===== config.mk =====
export PLATFORM = sky130hd
export DESIGN_NAME = mdio_peripheral
export DESIGN_NICKNAME = d
export VERILOG_FILES = /design/src/rtl/mdio_pkg.sv /design/src/rtl/mdc_edge_det.sv /design/src/rtl/mdio_peripheral.sv
export SDC_FILE = /design/constraint.sdc
export NUM_CORES = 1
export LEC_CHECK = 0
export ABC_AREA = 0
export CAP_MARGIN = 20
export CORE_ASPECT_RATIO = 0.75
export CORE_MARGIN = 5
export CORE_UTILIZATION = 45
export CTS_BUF_LIST = sky130_fd_sc_hd__clkbuf_8 sky130_fd_sc_hd__clkbuf_16
export CTS_CLUSTER_SIZE = 14
export DETAILED_ROUTE_END_ITERATION = 12
export GPL_ROUTABILITY_DRIVEN = 1
export PLACE_DENSITY_LB_ADDON = 0.25
export SLEW_MARGIN = 20
export SYNTH_ARGS = -nofsm -noshare
export SYNTH_HDL_FRONTEND = slang
export SYNTH_SLANG_ARGS = --single-unit

===== constraint.sdc =====
create_clock -name clk -period 2.25 [get_ports clk]
set_input_delay 0.225 -clock clk [delete_from_list [all_inputs] [get_ports clk]]
set_output_delay 0.225 -clock clk [all_outputs]
set_load 0.005 [all_outputs]

===== src/rtl/mdio_pkg.sv =====
// Shared definitions for the Clause-22 MDIO peripheral: frame field codes,
// bit-index landmarks within a 32-bit frame, and the decoder state type.
package mdio_pkg;

    localparam logic [1:0] ST_CODE  = 2'b01;
    localparam logic [1:0] OP_WRITE = 2'b01;
    localparam logic [1:0] OP_READ  = 2'b10;

    // Bit indices count rising MDC edges, starting at 1 for the first ST bit
    localparam logic [5:0] HDR_END   = 6'd14;
    localparam logic [5:0] TA_END    = 6'd16;
    localparam logic [5:0] FRAME_END = 6'd32;

    typedef enum logic [2:0] {
        IDLE,
        HEADER,
        WR,
        RD,
        SKIP
    } mdio_state_t;

    // Header is {ST, OP, PHYAD, REGAD}; valid means ST is 01 and OP is read or write
    function automatic logic header_valid(input logic [13:0] hdr);
        return (hdr[13:12] == ST_CODE) &&
               ((hdr[11:10] == OP_WRITE) || (hdr[11:10] == OP_READ));
    endfunction

endpackage


===== src/rtl/mdc_edge_det.sv =====
// MDC edge detector: registers MDC once in the clk domain and flags the
// cycle in which a rising or falling transition is first visible.
module mdc_edge_det (
    input  logic clk,
    input  logic reset,
    input  logic mdc,
    output logic rise,
    output logic fall
);

    logic mdc_q;

    // One-stage history of MDC; MDC is generated in this clock domain
    always_ff @(posedge clk or posedge reset) begin
        if (reset) begin
            mdc_q <= 1'b0;
        end else begin
            mdc_q <= mdc;
        end
    end

    assign rise = mdc & ~mdc_q;
    assign fall = ~mdc & mdc_q;

endmodule


===== src/rtl/mdio_peripheral.sv =====
// Clause-22 MDIO peripheral (PHY side). Decodes 32-bit management frames
// from the controller's MDC/MDIO_OUT/MDIO_OE, performs register writes and
// reads through a 32x16 memory port, and serialises read data on MDIO_IN.
// Optional feature macro: MDIO_PHYAD_FILTER_EN -- when defined, frames whose
// PHYAD differs from PHY_ADDR are silently skipped.
module mdio_peripheral
    import mdio_pkg::*;
#(
    parameter logic [4:0] PHY_ADDR = 5'h18
) (
    input  logic        clk,
    input  logic        reset,
    input  logic        MDC,
    input  logic        MDIO_OUT,
    input  logic        MDIO_OE,
    input  logic [15:0] RD_DATA,
    output logic        MDIO_IN,
    output logic        MDIO_IN_EN,
    output logic [4:0]  ADDR,
    output logic [15:0] WR_DATA,
    output logic        MEM_WR,
    output logic        MEM_RD,
    output logic        FRAME_ERR
);

    logic        rise;
    logic        fall;
    mdio_state_t state_reg;
    mdio_state_t state_next;
    logic [5:0]  k_reg;
    logic [5:0]  k_inc;
    logic [31:0] sr_reg;
    logic [13:0] hdr;
    logic        phy_match;
    logic        start_wr;
    logic        start_rd;
    logic        err_set;
    logic        wr_pend_reg;
    logic        rd_pend_reg;
    logic        rd_load_reg;
    logic [15:0] rd_sh_reg;
    logic        mdio_in_reg;
    logic        mdio_in_en_reg;
    logic [4:0]  addr_reg;
    logic [15:0] wr_data_reg;
    logic        mem_wr_reg;
    logic        mem_rd_reg;
    logic        frame_err_reg;

    mdc_edge_det u_edge (
        .clk   (clk),
        .reset (reset),
        .mdc   (MDC),
        .rise  (rise),
        .fall  (fall)
    );

    assign k_inc = k_reg + 6'd1;
    // The header as it will stand once the bit on this rise is shifted in
    assign hdr   = {sr_reg[12:0], MDIO_OUT};

`ifdef MDIO_PHYAD_FILTER_EN
    logic unused_bits;
    assign phy_match   = (hdr[9:5] == PHY_ADDR);
    assign unused_bits = sr_reg[31];
`else
    logic unused_bits;
    assign phy_match   = 1'b1;
    assign unused_bits = ^{PHY_ADDR, hdr[9:5], sr_reg[31]};
`endif

    // State register
    always_ff @(posedge clk or posedge reset) begin
        if (reset) begin
            state_reg <= IDLE;
        end else begin
            state_reg <= state_next;
        end
    end

    // Next-state decode and one-cycle action requests
    always_comb begin
        state_next = state_reg;
        start_wr   = 1'b0;
        start_rd   = 1'b0;
        err_set    = 1'b0;
        case (state_reg)
            IDLE: begin
                if (rise && MDIO_OE) begin
                    state_next = HEADER;
                end
            end
            HEADER: begin
                if (rise) begin
                    if (!MDIO_OE) begin
                        state_next = IDLE;
                    end else if (k_inc == HDR_END) begin
                        if (!phy_match) begin
                            state_next = SKIP;
                        end else if (!header_valid(hdr)) begin
                            state_next = SKIP;
                            err_set    = 1'b1;
                        end else if (hdr[11:10] == OP_WRITE) begin
                            state_next = WR;
                        end else begin
                            state_next = RD;
                            start_rd   = 1'b1;
                        end
                    end
                end
            end
            WR: begin
                if (rise && (k_inc == FRAME_END)) begin
                    state_next = IDLE;
                    start_wr   = 1'b1;
                end
            end
            RD: begin
                if (fall && (k_reg == FRAME_END)) begin
                    state_next = IDLE;
                end
            end
            SKIP: begin
                if (rise && (k_inc == FRAME_END)) begin
                    state_next = IDLE;
                end
            end
            default: begin
                state_next = IDLE;
            end
        endcase
    end

    // Bit counter and input shift register
    always_ff @(posedge clk or posedge reset) begin
        if (reset) begin
            k_reg  <= '0;
            sr_reg <= '0;
        end else begin
            if (state_next == IDLE) begin
                k_reg <= '0;
            end else if (rise) begin
                k_reg <= k_inc;
            end
            if (rise && MDIO_OE) begin
                sr_reg <= {sr_reg[30:0], MDIO_OUT};
            end
        end
    end

    // Memory strobes, address/data capture and error pulse
    always_ff @(posedge clk or posedge reset) begin
        if (reset) begin
            wr_pend_reg   <= 1'b0;
            rd_pend_reg   <= 1'b0;
            rd_load_reg   <= 1'b0;
            mem_wr_reg    <= 1'b0;
            mem_rd_reg    <= 1'b0;
            frame_err_reg <= 1'b0;
            addr_reg      <= '0;
            wr_data_reg   <= '0;
        end else begin
            wr_pend_reg   <= start_wr;
            rd_pend_reg   <= start_rd;
            frame_err_reg <= err_set;
            mem_wr_reg    <= wr_pend_reg;
            mem_rd_reg    <= rd_pend_reg;
            // Memory answers one clk after MEM_RD, so load one clk later still
            rd_load_reg   <= mem_rd_reg;
            // No MDC rise can land in the cycle after a sample, so sr_reg is stable here
            if (wr_pend_reg) begin
                addr_reg    <= sr_reg[22:18];
                wr_data_reg <= sr_reg[15:0];
            end else if (rd_pend_reg) begin
                addr_reg <= sr_reg[4:0];
            end
        end
    end

    // Read-data serialiser: TA zero, then D15..D0 on successive MDC falls
    always_ff @(posedge clk or posedge reset) begin
        if (reset) begin
            rd_sh_reg      <= '0;
            mdio_in_reg    <= 1'b0;
            mdio_in_en_reg <= 1'b0;
        end else begin
            if (rd_load_reg) begin
                rd_sh_reg <= RD_DATA;
            end else if ((state_reg == RD) && fall) begin
                if (k_reg == (TA_END - 6'd1)) begin
                    mdio_in_en_reg <= 1'b1;
                    mdio_in_reg    <= 1'b0;
                end else if ((k_reg >= TA_END) && (k_reg < FRAME_END)) begin
                    mdio_in_reg <= rd_sh_reg[15];
                    rd_sh_reg   <= {rd_sh_reg[14:0], 1'b0};
                end else if (k_reg == FRAME_END) begin
                    mdio_in_en_reg <= 1'b0;
                    mdio_in_reg    <= 1'b0;
                end
            end
        end
    end

    assign MDIO_IN    = mdio_in_reg;
    assign MDIO_IN_EN = mdio_in_en_reg;
    assign ADDR       = addr_reg;
    assign WR_DATA    = wr_data_reg;
    assign MEM_WR     = mem_wr_reg;
    assign MEM_RD     = mem_rd_reg;
    assign FRAME_ERR  = frame_err_reg;

endmodule


==> implementation parameters, run 1 <==
Parameter                              Value

Status
  Status ... finished, final reports clean

Worst setup path
  Crit path required time ... around 2.5 ns
  Critical path fanouts, max ... 7
  Crit path max-delay cell type ... dfrtp_1
  Maximum cell stage delay along the critical path ... 0.43 ns
  Kind of cell with the highest combined delay on the critical path ... compound AO/OA/AOI/OAI gates
  R2R Path Start ... k_reg[1]
  Source of the critical timing path ... k_reg[1]
  Data arrival at the endpoint of the critical path ... 2.20 ns
  Cells traversed along the worst timing path ... inv_1, ha_1, nor3b_2, o2111ai_2, a21bo_1, a211oi_4, a21oi_1
  Buffers & Inverters on Critical Path ... 1
  Crit path capture type ... register
  Critical path startpoint category ... register
  Setup Crit Path Kind ... register to register

Clock network
  Number of H-tree branching levels ... 3
  CTS Buffer Depth ... 2
  Post-CTS Hold Buffers ... 0
  Cell at the root of the clock tree ... clkbuf_8
  Setup bufs post-CTS ... 0
  TritonCTS buffer count ... 9
  TritonCTS clock tree ... yes
  Clock sinks ... 78
  Later-pin clock latency in the skew report ... 0.34 ns
  Clock transition at path regs ... roughly 0.07 ns

Global route
  Met1 demand-to-capacity share in global routing ... 20.43%
  GR met3 Demand/Resource ... 5.219%
  Highest-utilization routing layer at the global route stage ... met1
  Maximum number of pins on one net before global-route repair ... 79
  Global-route wire length before repair ... around 11,000 um
  Sum of overflow across all layers after global routing ... 0
  Met2 demand-to-capacity share in global routing ... 20.42%
  Number of antenna violations at the first check in global routing ... 0
  Vias in the first global route ... 2,217
  All-layer global routing usage ... 14.21%

Synth
  Flip-flop and latch count after synthesis ... 78
  Number of nets in the synthesized netlist ... roughly 300
  Number of warnings issued by yosys ... 0
  Share of async-settable or async-resettable flops after synthesis ... 100.0%
  Fraction of the yosys area taken by sequential cells ... a little under three fifths
  EDFF count, synth ... 0
  Netlist area before placement ... roughly 0.0035 mm^2
  Library cells used by synthesis ... 41
  Number of standard cells after synthesis ... 278
  Primary flip-flop cell chosen by synthesis mapping ... dfrtp_1
  Mapped Avg Cell Area ... 12.43 um^2

Route
  WL/cell ... 14.68 um
  Via count ... 2,169
  Number of DRC markers in iteration 0 ... 154
  Total routed wirelength ... 6329 um
  Number of nets still failing antenna checks after routing ... 0
  Drt via density ... 5.032
  Router iterations before antenna repair ... 4
  Drt drc ... 0

Timing
  Accumulated negative setup slack ... 0 ns
  Number of failing hold endpoints at the final stage ... 0
  Fmax ... roughly 500 MHz
  Actual transition at the worst max-transition pin ... 0.5086 ns
  Worst clock skew ... approximately 0.0096 ns
  Final period demand of the worst path ... 1.999 ns
  Number of endpoints failing setup at the final stage ... 0
  Fin worst setup slack ... 0.2511 ns
  RSZ-0062 raised after global routing ... false
  Worst slew slack as a fraction of its limit ... approximately 66%
  Final clock period utilization by the worst path ... 88.84%
  Slew Viols, Final ... 0

Final layout
  Count of nets after finishing ... roughly 350
  Flip-flop count of the largest register, all copies and words added ... 23
  Filler Cell Count ... 597
  Antenna diodes ... 0
  Area growth from synthesis to layout ... 20.96%
  Total area of multi-input combinational cells ... 0.001395 mm^2
  Area taken by flip-flops and latches ... ~0.002 mm^2
  Proportion of layout cells with a drive suffix above 1 ... 21.52%

Hold path
  Min-Delay Path Class ... input port to async pin

Placed design
  Global placement routability congestion ... 0.8105
  Total of buffers placed on input and output ports ... 46
  Pre-CTS worst setup slack ... about 0.14 ns
  Detailed-placement wirelength estimate ... ~4200 um

Floorplan
  Boundary Pins ... 47
  Die width ... 111.2 um
  Die Area ... 0.009551 mm^2
  Effective utilization at floorplan ... 46.71%
  Core box area ... approximately 0.0074 mm^2
  Die Y ... 85.90 um
  Std-Cell Rows ... 27

Job
  Max-cap check violation count ... 0

Pwr
  Highest ir drop seen on vdd ... 0.3705 mV
  Pwr Density ... 719.8 mW/mm^2
  Tot Pwr ... approximately 3.0 mW
  Static leakage ... 1.838 nW
[cells by family (layout without fill, tap and decap cells)]
kind of cell | count (synthesis) | in the layout | synth area share (%)
buffers and inverters | 21 | 73 | 3.222
adder cells (fa/ha/maj) | 5 | 5 | 1.810
AO/OA/AOI/OAI | 46 | 46 | 8.255
multiplexers | 59 | 59 | 18.50
flip-flops | 78 | 78 | 56.48
XOR/XNOR | 8 | 8 | 2.028
AND/OR/NAND/NOR | 61 | 61 | 9.703
[stage by stage]
step                      util (%)  cells  hold slack [ns]  cell area [um^2]
after floorplan                  -    278           0.2564              3456
after global placement       54.22    416           0.4067              4011
after detailed placement     54.22    416           0.4035              4011
after CTS                    56.45    431           0.3130              4177
after global routing         56.50    431           0.3373              4180
final                        56.50    431           0.2975              4180
[path summary, 6_finish.rpt]
path / to / cells after the start / slack, ns
worst max-delay path: k_reg[2] / 7 / 0.25
worst min-delay path: WR_DATA[8] / 3 / 0.30
worst max register to register: k_reg[2] / 7 / 0.25
worst min register to register: rd_load_reg / 0 / 0.41
max in group asynchronous: k_reg[0] / 3 / 1.61
min in group clk: u_edge.mdc_q / 1 / 0.41
[timing repair]
item                                   in CTS  in global routing
setup endpoints to repair                   0                  7
endpoints found under the hold margin       0                  0
resized for setup                           0                  2
[routing by layer]
layer / vias to the layer above / part of all wire [%]
li1: 1066 / -
met1: 1061 / 51
met2: 37 / 44
met3: 5 / 4.2
met4: 0 / 0.84
met5: - / 0
[synth_stat cells, types with 2 or more instances]
master,n,area (um^2)
dfrtp_1,78,1952
mux2_2,38,427.9
nand2_1,31,116.4
mux2i_1,20,200.2
o21ai_1,16,80.08
a21oi_1,10,50.05
o21ai_0,9,45.04
clkbuf_1,7,26.28
inv_1,6,22.52
ha_1,5,62.56
nor2_1,5,18.77
xor2_1,5,43.79
buf_6,4,45.04
nand2b_1,3,18.77
nand4_1,3,18.77
nor3_1,3,15.01
xnor2_1,3,26.28
a31o_2,2,17.52
buf_1,2,7.510
buf_2,2,10.01
nand3_1,2,10.01
nor2b_1,2,12.51
nor3b_1,2,15.01
nor3b_2,2,25.02
o41ai_1,2,17.52
[worst reg2reg max path, delay by kind of cell, from the launching register on]
kind / cells / cell delay (ns)
buf+inv: 1 / 0.12
flops: 1 / 0.43
simple gates: 1 / 0.17
fa+ha+maj: 1 / 0.14
compound gates: 4 / 1.02
[placed cells by master, fill, tap and decap left out, drive strengths merged, types with 2 or more instances in the layout]
cell           instances
and3                   2
xnor2                  3
nor2                   5
o2111ai                2
clkdlybuf4s50         46
inv                    7
clkbuf                10
xor2                   5
a31o                   2
dfrtp                 78
nor3                   4
nand2b                 3
buf                    6
o21ai                 25
nand4                  3
a21oi                 10
nand3                  2
o41ai                  2
nor3b                  4
clkinv                 4
nand2                 31
ha                     5
mux2                  39
mux2i                 20
nor2b                  2
[final cells by class]
class                           instances  area share (%)
Clock buffer                           10           3.292
Sequential cell                        78           46.72
Clock inverter                          5          0.6585
Inverter                                6          0.5388
Tap cell                              101           3.023
Multi-Input combinational cell        179           33.37
Timing Repair Buffer                   52           12.39
[power by group]
part	switching [mW]	total [mW]	internal, mW
logic	0.183	0.408	0.225
registers	0.154	1.71	1.56
clock network	0.473	0.890	0.417
total	0.810	3.01	2.20
Note: power is estimated with default switching activity, not from simulation.
==> run 2, diff against run 1 <==
- CELL_PAD_IN_SITES_DETAIL_PLACEMENT: not set -> 1
- CELL_PAD_IN_SITES_GLOBAL_PLACEMENT: not set -> 1
- CORE_UTILIZATION: 45 -> 40
- RECOVER_POWER: not set -> 50
==> run 2 against run 1 <==
Compared with the run above:
- worst setup slack got worse by 0.040 ns
- highest routed layer unchanged
- die area increased by 11%
- core utilization decreased by 5.1 points
==> implementation parameters, run 2 (same netlist as run 1, synthesis figures left out) <==
Parameter                              Value

Status
  Status ... finished, final reports clean

Route
  Drt drc ... 0 (unchanged)
  Total routed wirelength ... 7421 um (+17%)
  WL/cell ... 16.75 um (+14%)
  Drt via density ... 5.038 (+0.12%)
  Number of DRC markers in iteration 0 ... 99 (-36%)
  Number of nets still failing antenna checks after routing ... 0 (unchanged)
  Via count ... 2,232 (+2.9%)
  Router iterations before antenna repair ... 4 (unchanged)

Global route
  Vias in the first global route ... 2,452 (+11%)
  GR met3 Demand/Resource ... 5.636% (+0.42 points)
  Met2 demand-to-capacity share in global routing ... 22.98% (+2.6 points)
  Met1 demand-to-capacity share in global routing ... 19.93% (-0.51 points)
  Number of antenna violations at the first check in global routing ... 0 (unchanged)
  Global-route wire length before repair ... 12,850 um (+16%)
  Maximum number of pins on one net before global-route repair ... 33 (-58%)
  Sum of overflow across all layers after global routing ... 0 (unchanged)
  Highest-utilization routing layer at the global route stage ... met2
  All-layer global routing usage ... 14.90% (+0.69 points)

Pwr
  Internal power contribution ... 2.747 mW (+25%)
  Register share of total power ... 47.1% (-9.8 points)
  Power spent charging and discharging nets ... 912.1 uW (+13%)
  Pwr Density ... 842.6 mW/mm^2 (+17%)
  Static leakage ... 1.906 nW (+3.7%)
  Clock power share ... 41.6% (+12 points)
  Combinational Power Share ... 11.3% (-2.3 points)
  Fraction of power spent switching nets ... 24.92% (-2.0 points)
  Tot Pwr ... 3.660 mW (+22%)
  Highest ir drop seen on vdd ... 0.5901 mV (+59%)

Clock network
  CTS Buffer Depth ... 2 (unchanged)
  TritonCTS buffer count ... 9 (unchanged)
  Clock sinks ... 78 (unchanged)
  TritonCTS clock tree ... yes
  Cell at the root of the clock tree ... clkbuf_16
  Clock transition at path regs ... 0.06 ns (about the same)
  Post-CTS Hold Buffers ... 0 (unchanged)
  Number of H-tree branching levels ... 3 (unchanged)
  Later-pin clock latency in the skew report ... 0.33 ns (about the same)

Worst setup path
  Critical path fanouts, max ... 7 (unchanged)
  Buffers & Inverters on Critical Path ... 1 (unchanged)
  Setup Crit Path Kind ... register to register
  Crit path capture type ... register
  Data arrival at the endpoint of the critical path ... 2.23 ns (+0.03 ns)
  Maximum cell stage delay along the critical path ... 0.46 ns (+0.03 ns)
  Kind of cell with the highest combined delay on the critical path ... compound AO/OA/AOI/OAI gates
  Crit path max-delay cell type ... dfrtp_2
  Cells traversed along the worst timing path ... ha_1, xor2_1, o2111ai_2, a21bo_1, a211oi_4, buf_4, a21oi_1
  Crit path required time ... 2.44 ns (about the same)
  Critical path startpoint category ... register

Final layout
  Most common cell after layout, fill and taps aside ... dfrtp_1
  Antenna diodes ... 0 (unchanged)
  Highest-count cells in the layout ignoring fill and taps ... dfrtp_1, clkdlybuf4s50_1, mux2_2
  Final core area utilization ... 51.37% (-5.1 points)
  Area growth from synthesis to layout ... 25.67%
  Flip-flop count of the largest register, all copies and words added ... 23 (unchanged)
  Proportion of layout cells with a drive suffix above 1 ... 21.79% (+0.28 points)
  Final standard cell area without fillers ... 0.004343 mm^2 (+3.9%)
  Count of nets after finishing ... 356 (+1.1%)

Job
  Max-cap check violation count ... 0 (unchanged)

Timing
  Fmax ... 490.5 MHz (-1.9%)
  RSZ-0062 raised after global routing ... false
  Final period demand of the worst path ... 2.039 ns (+0.03967 ns)
  Worst clock skew ... 0.007133 ns (-0.002464 ns)
  Worst slew slack as a fraction of its limit ... 11.65% (-54 points)
  Accumulated negative setup slack ... 0 ns (unchanged)
  Number of failing hold endpoints at the final stage ... 0 (unchanged)
  Slew Viols, Final ... 0 (unchanged)
  Final clock period utilization by the worst path ... 90.60% (+1.8 points)
  Number of endpoints failing setup at the final stage ... 0 (unchanged)
  Actual transition at the worst max-transition pin ... 1.325 ns (+0.8167 ns)

Floorplan
  Core box area ... 0.008454 mm^2 (+14%)
  Die width ... 117.3 um (+5.5%)
  Std-Cell Rows ... 29 (+7.4%)
  Boundary Pins ... 47 (unchanged)
  Die Y ... 90.50 um (+5.4%)
  Die Area ... 0.01062 mm^2 (+11%)
  Effective utilization at floorplan ... 40.88% (-5.8 points)

Placed design
  Total of buffers placed on input and output ports ... 46 (unchanged)
  Global placement routability congestion ... 0.7657 (-5.5%)
  Detailed-placement wirelength estimate ... 4994 um (+18%)
  Area after DPL ... 0.004044 mm^2 (+0.81%)

Hold path
  Min-Delay Path Class ... register to register
## run 2: changes by cell type in the layout (fill, tap and decap cells not counted), moves of 2 or more
cell,before,now
clkbuf_16,0,9
clkdlybuf4s50_1,46,44
clkbuf_2,0,2
bufinv_16,0,2
dlygate4sd3_1,0,2
clkbuf_1,0,2
clkbuf_8,10,0
## run 2: worst paths after layout
path	from	to	slack, ns	cells after the start
worst max-delay path	k_reg[0]	k_reg[3]	0.21	7
worst min-delay path	MEM_RD	rd_load_reg	0.41	0
worst max register to register	k_reg[0]	k_reg[3]	0.21	7
worst min register to register	MEM_RD	rd_load_reg	0.41	0
max in group asynchronous	reset	k_reg[0]	0.50	3
min in group asynchronous	reset	rd_sh_reg[3]	0.49	2
## run 2: through the flow
stage / setup slack, ns / hold WS (ns) / instances
final: 0.2114 / 0.4071 / 443
after global routing: 0.02080 / 0.4137 / 443
after CTS: 0.04628 / 0.1876 / 442
after detailed placement: 0.06577 / 0.4016 / 426
after global placement: 0.2111 / 0.4169 / 426
after floorplan: 0.02997 / 0.2564 / 278
## run 2: routing by layer
| layer | wire [um] | share of wire (%) |
|---|---|---|
| met5 | 0 | 0 |
| met4 | 61 | 0.82 |
| met3 | 318 | 4.3 |
| met2 | 3431 | 46 |
| met1 | 3609 | 49 |
## run 2: area by class of cell
class,instances,area [um^2]
Clock buffer,9,225.2
Clock inverter,7,90.09
Fill cell,908,4111
Inverter,6,23.77
Multi-Input combinational cell,179,1393
Sequential cell,78,1953
Tap cell,108,135.1
Timing Repair Buffer,56,523.0
## run 2: worst reg2reg max path, stage by stage (launching register included)
cell and delay [ns]:
dfrtp_2 0.46, ha_1 0.30, xor2_1 0.18, o2111ai_2 0.22, a21bo_1 0.29, a211oi_4 0.20, buf_4 0.18, a21oi_1 0.08
## run 2: power by group through the flow
| stage | Sequential (mW) | Combinational [mW] | Clock, mW |
|---|---|---|---|
| after global routing | 1.75 | 0.462 | 1.62 |
| final | 1.73 | 0.412 | 1.52 |
| after detailed placement | 1.75 | 0.421 | 0 |
| after global placement | 1.73 | 0.407 | 0 |
| after floorplan | 1.67 | 0.349 | 0 |
| after CTS | 1.72 | 0.428 | 1.56 |
## run 2: timing repair
action | 4_1_cts | 5_1_grt
setup buffers | 0 | 1
setup endpoints to repair | 0 | 7
gates resized for setup | 0 | 1
==> patch: new RTL, settings of run 1 <==
The 5 states of `mdio_state_t` get a Gray code encoding in 3 bits.
--- a/src/rtl/mdio_pkg.sv
+++ b/src/rtl/mdio_pkg.sv
@@ -12,11 +12,11 @@
     localparam logic [5:0] FRAME_END = 6'd32;
 
     typedef enum logic [2:0] {
-        IDLE,
-        HEADER,
-        WR,
-        RD,
-        SKIP
+        IDLE   = 3'b000,
+        HEADER = 3'b001,
+        WR     = 3'b011,
+        RD     = 3'b010,
+        SKIP   = 3'b110
     } mdio_state_t;
 
     // Header is {ST, OP, PHYAD, REGAD}; valid means ST is 01 and OP is read or write
Check against the original RTL: same outputs for any inputs over 10 cycles, from zero or initial values and one cycle with reset high; not proved beyond that.
==> patch against run 1 <==
Clock skew about the same. Sequential cell count unchanged. Clock power up 12%. Cell area up 3.4%. Area after synthesis up 2.3%. Worst setup slack better by 120 ps. Utilization down 0.95 points. Routed wire length up 3.4%. Total power up 0.52%. Largest power group unchanged. Highest routed layer unchanged.
==> patch: results (changes against run 1) <==
| Metric | Value |
|---|---|
| Leakage | `2.00 nW (was 1.84 nW)` |
| Clock slew at reported path FFs | `80 ps` |
| Worst Path Arrival | `2100 ps (was 2200 ps)` |
| Area of the multi-input gates | `1460 sq um (was 1400 sq um)` |
| Synth area leaders | `dfrtp_1 55%, mux2_2 12%, mux2i_1 5.7%, nand2_1 3.6%, o21ai_0 2.3% (was dfrtp_1 56%, mux2_2 12%, mux2i_1 5.8%, nand2_1 3.4%, o21ai_1 2.3%)` |
| Total GRT Usage | `14.4% (was 14.2%)` |
| GR Util met3 | `5.37% (was 5.22%)` |
| CP peak stage delay | `490 ps (was 430 ps)` |
| Routed len/inst | `14.4 um (was 14.7 um)` |
| Length of routed met3 wiring | `412 um (was 268 um)` |
| Commonest cells post-synth | `78 x dfrtp_1, 38 x mux2_2, 34 x nand2_1, 20 x mux2i_1, 16 x o21ai_0 (was 78 x dfrtp_1, 38 x mux2_2, 31 x nand2_1, 20 x mux2i_1, 16 x o21ai_1)` |
| Register area share after synthesis | `55.2% (was 56.5%)` |
| Yosys top cell by area | `dfrtp_1 (unchanged)` |
| Vias per inst | `5.10 (was 5.03)` |
| Maximum number of pins on one net before global-route repair | `35 (was 79)` |
| M1 GR Usage | `20.8% (was 20.4%)` |
| Clk_skew | `9.90 ps (was 9.60 ps)` |
| NumNets Final | `369 (was 352)` |
| Compound-Gate Fraction of Synth Area | `9.09% (was 8.25%)` |
| Crit path max fanout | `7 (unchanged)` |
| DR iter-0 viols | `160 (was 154)` |
| Status | `completed (unchanged)` |
| Routing usage on met2 | `20.8% (was 20.4%)` |
| DP HPWL | `4500 um (was 4230 um)` |
| Final WL | `6540 um (was 6330 um)` |
| Average size of a mapped cell | `12.0 sq um (was 12.4 sq um)` |
| H-tree levels | `3 (unchanged)` |
| Fillers | `683 (was 597)` |
| P_clk | `1.00 mW (was 890 uW)` |
| Power Total | `3.02 mW (was 3.01 mW)` |
| Slew @ Worst Pin | `530 ps (was 509 ps)` |
| P_comb | `388 uW (was 408 uW)` |
| Mux contribution to synthesized area | `17.8% (was 18.5%)` |
| Cell Area, Placed | `4130 sq um (was 4010 sq um)` |
| GP Congestion | `0.811 (about the same)` |
| Dpl cells | `437 (was 416)` |
| Post-synthesis adder-cell area fraction | `1.77% (was 1.81%)` |
| M1 wire length | `3320 um (was 3240 um)` |
| XOR/XNOR Fraction of Synth Area | `1.73% (was 2.03%)` |
| Routed length on met2 | `2770 um (about the same)` |
| Global-route wire length before repair | `11400 um (was 11000 um)` |
| Vias in the first global route | `2323 (was 2217)` |
-- patch: worst paths after layout --
| path | startpoint | endpoint | slack, ps | depth (start not counted) |
|---|---|---|---|---|
| max | k_reg[1] | k_reg[0] | 370 | 6 |
| min | reset | WR_DATA[9] | 240 | 2 |
| max reg2reg | k_reg[1] | k_reg[0] | 370 | 6 |
| min reg2reg | MEM_RD | rd_load_reg | 410 | 0 |
| max in group asynchronous | reset | WR_DATA[5] | 1450 | 3 |
| min in group clk | MEM_RD | rd_load_reg | 410 | 0 |
-- patch: cells by family (layout without fill, tap and decap cells) --
family,count (synthesis),in the layout
DFF,78,78
and+or+nand+nor,73,73
muxes,58,58
AOI/OAI and AO/OA,49,49
buffers and inverters,25,78
xor gates and xnor gates,7,7
adders and majority gates,5,5
-- patch: area by class of cell --
type,count,area share [%]
flip-flops and latches,78,45.2
multi-input cells,192,33.9
repair buffers,55,12.8
clock buffers,12,3.82
well taps,105,3.04
clock inverters,4,0.666
inverters,7,0.608
